$ cat src/rtl/vga_raster_driver.sv
// VGA raster timing generator with a one-pixel registered output stage.
// Counters drive the scene-logic request; colour and sync pins follow one pixel later.
module vga_raster_driver #(
   parameter int unsigned CLK_DIV  = 2,
   parameter int unsigned H_ACTIVE = 640,
   parameter int unsigned H_FP     = 16,
   parameter int unsigned H_SYNC   = 96,
   parameter int unsigned H_BP     = 48,
   parameter int unsigned V_ACTIVE = 480,
   parameter int unsigned V_FP     = 10,
   parameter int unsigned V_SYNC   = 2,
   parameter int unsigned V_BP     = 33,
   parameter bit          HS_POL   = 1'b0,
   parameter bit          VS_POL   = 1'b0
) (
   input  logic        clk,
   input  logic        rst,
   input  logic [9:0]  i_red,
   input  logic [9:0]  i_green,
   input  logic [9:0]  i_blue,
   output logic [10:0] cur_x,
   output logic [10:0] cur_y,
   output logic        request,
   output logic        frame_start,
   output logic [7:0]  vga_r,
   output logic [7:0]  vga_g,
   output logic [7:0]  vga_b,
   output logic        vga_hs,
   output logic        vga_vs,
   output logic        vga_blank_n,
   output logic        vga_clk
);

   localparam int unsigned H_TOTAL = H_ACTIVE + H_FP + H_SYNC + H_BP;
   localparam int unsigned V_TOTAL = V_ACTIVE + V_FP + V_SYNC + V_BP;
   localparam int unsigned HsStart = H_ACTIVE + H_FP;
   localparam int unsigned VsStart = V_ACTIVE + V_FP;
   localparam int unsigned DivW    = $clog2(CLK_DIV);

   logic [DivW-1:0] div_q, div_d;
   logic [10:0]     h_q, h_d, v_q, v_d;
   logic [7:0]      r_q, r_d, g_q, g_d, b_q, b_d;
   logic            hs_q, hs_d, vs_q, vs_d, bn_q, bn_d, fs_q, fs_d, vclk_q, vclk_d;
   logic            tick, h_last, v_last, v_act, req, hs_on, vs_on;
   logic            unused_lsbs;

   // Only the top 8 colour bits reach the DAC.
   assign unused_lsbs = ^{i_red[1:0], i_green[1:0], i_blue[1:0]};

   always_comb begin
      tick   = (div_q == DivW'(CLK_DIV - 1));
      h_last = (h_q == 11'(H_TOTAL - 1));
      v_last = (v_q == 11'(V_TOTAL - 1));
      v_act  = (v_q < 11'(V_ACTIVE));
      req    = (h_q < 11'(H_ACTIVE)) && v_act;
      hs_on  = (h_q >= 11'(HsStart)) && (h_q < 11'(HsStart + H_SYNC));
      vs_on  = (v_q >= 11'(VsStart)) && (v_q < 11'(VsStart + V_SYNC));

      div_d  = tick ? '0 : div_q + 1'b1;
      vclk_d = (32'(div_d) >= (CLK_DIV / 2));
      fs_d   = tick && h_last && v_last;
      h_d    = h_q;
      v_d    = v_q;
      r_d    = r_q;
      g_d    = g_q;
      b_d    = b_q;
      bn_d   = bn_q;
      hs_d   = hs_q;
      vs_d   = vs_q;

      if (tick) begin
         if (h_last) begin
            h_d = '0;
            v_d = v_last ? '0 : v_q + 11'd1;
         end else begin
            h_d = h_q + 11'd1;
         end
         // Stage 1 samples the pre-advance position so pins trail counters by one pixel.
         r_d  = req ? i_red[9:2]   : 8'd0;
         g_d  = req ? i_green[9:2] : 8'd0;
         b_d  = req ? i_blue[9:2]  : 8'd0;
         bn_d = req;
         hs_d = hs_on ? HS_POL : ~HS_POL;
         vs_d = vs_on ? VS_POL : ~VS_POL;
      end
   end

   always_ff @(posedge clk) begin
      if (rst) begin
         div_q  <= '0;
         h_q    <= '0;
         v_q    <= '0;
         r_q    <= '0;
         g_q    <= '0;
         b_q    <= '0;
         bn_q   <= 1'b0;
         hs_q   <= ~HS_POL;
         vs_q   <= ~VS_POL;
         fs_q   <= 1'b0;
         vclk_q <= 1'b0;
      end else begin
         div_q  <= div_d;
         h_q    <= h_d;
         v_q    <= v_d;
         r_q    <= r_d;
         g_q    <= g_d;
         b_q    <= b_d;
         bn_q   <= bn_d;
         hs_q   <= hs_d;
         vs_q   <= vs_d;
         fs_q   <= fs_d;
         vclk_q <= vclk_d;
      end
   end

   assign request     = req;
   assign cur_x       = req ? h_q : 11'd0;
   assign cur_y       = v_act ? v_q : 11'd0;
   assign frame_start = fs_q;
   assign vga_r       = r_q;
   assign vga_g       = g_q;
   assign vga_b       = b_q;
   assign vga_hs      = hs_q;
   assign vga_vs      = vs_q;
   assign vga_blank_n = bn_q;
   assign vga_clk     = vclk_q;

endmodule

$ cat config.mk
export PLATFORM = sky130hd
export DESIGN_NAME = vga_raster_driver
export DESIGN_NICKNAME = d
export VERILOG_FILES = /design/src/rtl/vga_raster_driver.sv
export SDC_FILE = /design/constraint.sdc
export NUM_CORES = 1
export LEC_CHECK = 0
export CAP_MARGIN = 10
export CORE_MARGIN = 2
export CORE_UTILIZATION = 43
export CTS_CLUSTER_DIAMETER = 50
export DETAILED_ROUTE_END_ITERATION = 8
export GPL_TIMING_DRIVEN = 1
export MAX_ROUTING_LAYER = met4
export PLACE_DENSITY = 0.79
export SKIP_LAST_GASP = 1
export SLEW_MARGIN = 20
export SYNTH_ARGS = -nofsm -noshare
export SYNTH_HDL_FRONTEND = slang
export SYNTH_SLANG_ARGS = --single-unit
$ cat constraint.sdc
create_clock -name clk -period 2.95 [get_ports clk]
set_clock_uncertainty 0.15 [all_clocks]
set_input_delay 0.59 -clock clk [delete_from_list [all_inputs] [get_ports clk]]
set_output_delay 0.59 -clock clk [all_outputs]
set_load 0.01 [all_outputs]
==> qor.yml <==
p_sw_mw: 0.2936
use_met2: 0.2846
yosysSeqAreaShare: 0.4690
crit_start: "h_q[8]$_SDFFE_PP0P_"
fin_setup_tns_ns: 0
p_leak_nw: 1.148
async_flop_share: 0
p_seq_frac: 0.578
ctsHoldBuffers: 0
dp.cells: 364
dp_hpwl_microns: 3590
synth-seq-cells: 51
clock_sinks: 51
finalHoldViolCount: 0
ys_warn_count: 0
hold_path.class: "reg2reg"
p_per_area_mw_per_mm2: 415.3
clock_latency_ns: 0.30
io_pins: 84
vias_per_cell: 5.218
layout-drive-gt1-share: 0.06230
crit_fanout: 11
max_cap_violations: 0
synth.distinct_cells: 38
synth_edf_count: 0
die_h_microns: 75.16
portBuffers: 74
crit_arrival_ns: 1.99
internal-power_mw: 0.9690
final_cell_mix: "74 x clkdlybuf4s50_1, 51 x dfxtp_1, 24 x a22o_1"
tritoncts: "built"
ctsHtreeMaxLevel: 2
met1_usage: 0.2409
hold_depth: 1
postRouteAntennaNets: 0
fillers: 432
setup_viol: 0
grt_usage: 0.1909
r2r_cells: 4
start_util: 0.4519
cts_setup_buffers: 0
die-area_sq_mm: 0.005648
fin_crit_ns: 2.728
dr.pass1.iters: 4
reg2reg_from: "h_q[5]$_SDFFE_PP0P_"
wl_per_cell_microns: 13.38
total_power_mw: 1.263
grt_use_met3: 0.07631
ir_worst_vdd_v: 0.0003125
hold-path-endpoint: "vga_b[1]$_SDFFE_PP0P_"
synth_area_sq_mm: 0.002177
setup_slack_ns: 0.2224
cts_resized: 0
grt_pass1_wl_microns: 8024
post-route-period-util: 0.9246
grt_busiest_layer: "met2"
grt_antenna_before_repair: 0
gp_congestion: 0.8207
r2r-end: "v_q[10]$_SDFFE_PP0P_"
end_kind: "output port"
pre_cts_slack_ns: 0.3399
crit_path_start_kind: "flip-flop"
synth.avg_cell_area_sq_um: 9.344
final-max-slew-violation-count: 0
drc: 0
pwr-share-clk: 0.307
required_ns: 2.21
hp-start: "vga_b[1]$_SDFFE_PP0P_"
p_sw_frac: 0.2325
synthCells: 233
nets: 339
ys_dominant_reg_cell: "dfxtp_1"
path_clk_slew_ns: 0.09
slew_headroom: 0.4899
area_growth_pct: 39.66
rsz0062_at_grt: "no"
root_buffer: "clkbuf_8"
cts_buffer_depth: 2
routed_wl_microns: 4979
rows: 25
run_status: "completed"
worstSetupPathType: "reg2out"
first_global_vias: 1743
initialDrtViolationCount: 168
grt_max_degree: 27
cts_inserted_buffers: 5
tightest_slew_ns: 0.7636
comb_power_share: 0.115
max_freq_mhz: 366.6
antenna_cells: 0
coreArea_sq_mm: 0.004817
grt_overflow: 0
die-width_microns: 75.16
vias: 1941
final_cells: 372
rrSetupSlack_ns: 0.44
final_common_cell: "clkdlybuf4s50_1"
cells in the mapped netlist (all sizes together), types with 4 or more instances:
library cell / n / share of area
a21oi: 10 / 0.023
a22o: 24 / 0.097
and2: 13 / 0.038
and3: 12 / 0.035
buf: 6 / 0.021
clkbuf: 12 / 0.025
dfxtp: 51 / 0.47
nand2: 8 / 0.014
nand3: 10 / 0.023
nand4: 10 / 0.029
nor2: 20 / 0.034
o21ai: 7 / 0.016
or3: 5 / 0.015
or4: 5 / 0.017
xnor2: 4 / 0.016
xor2: 8 / 0.032
per-stage QoR:
| step | util | hold WS (ns) | instance area, sq um |
|---|---|---|---|
| detailed placement | 0.6130 | 0.3141 | 2953 |
| floorplan | - | 0.3154 | 2185 |
| CTS | 0.6306 | 0.3406 | 3038 |
| global route | 0.6312 | 0.3527 | 3040 |
| finish | 0.6312 | 0.3346 | 3040 |
| global placement | 0.6130 | 0.2849 | 2953 |
registers in the layout, summed over array words and instances, names as in the netlist:
register	cells
div_q	1
frame_start	1
h_q	11
v_q	11
vga_b	8
vga_blank_n	1
vga_g	8
vga_hs	1
vga_r	8
vga_vs	1
power by group through the flow:
stage               sequential [mW]  combinational, mW  clock, mW
global route                  0.733              0.157      0.430
finish                        0.729              0.146      0.388
detailed placement            0.744              0.147          0
CTS                           0.730              0.147      0.398
floorplan                     0.752             0.0490          0
global placement              0.744              0.145          0
cells by family (layout without fill, tap and decap cells):
group | count (synthesis) | count (layout) | synth area share
compound gates | 46 | 46 | 0.1534
fa+ha+maj | 3 | 3 | 0.01724
xor+xnor | 12 | 12 | 0.04828
flops | 51 | 51 | 0.4690
simple gates | 99 | 99 | 0.2586
buf+inv | 21 | 91 | 0.05172
other cells | 1 | 3 | 0.001722
cell type report:
| class | instances | area [sq um] | share of cell area |
|---|---|---|---|
| Sequential cell | 51 | 1021 | 0.3358 |
| Inverter | 3 | 11.26 | 0.003704 |
| Multi-Input combinational cell | 163 | 1054 | 0.3465 |
| Clock buffer | 6 | 72.57 | 0.02387 |
| Clock inverter | 2 | 12.51 | 0.004115 |
| Timing Repair Buffer | 80 | 785.8 | 0.2584 |
| Tap cell | 67 | 83.83 | 0.02757 |
per-layer routing:
layer / vias to the layer above / wire length [microns]
met5: - / 0
met4: 0 / 51
met3: 6 / 434
met2: 69 / 2287
met1: 889 / 2205
li1: 977 / -
critical path, cell delays in order (launching register included):
cell and delay [ns]:
dfxtp_1 0.37, o21ai_0 0.18, nand3_1 0.15, nor2_2 0.28, and2_2 0.19, clkdlybuf4s50_1 0.52
worst max path at each step:
| stage | cells after the start | slack (ns) | endpoint |
|---|---|---|---|
| floorplan | 5 | 0.64 | v_q[10]$_SDFFE_PP0P_ |
| global placement | 5 | 0.39 | cur_x[5] |
| detailed placement | 5 | 0.34 | cur_x[5] |
| CTS | 5 | 0.008 | cur_x[5] |
| global route | 5 | 0.02 | cur_x[5] |
| finish | 5 | 0.22 | cur_x[5] |
No activity file was read; power rests on OpenSTA's default activity.
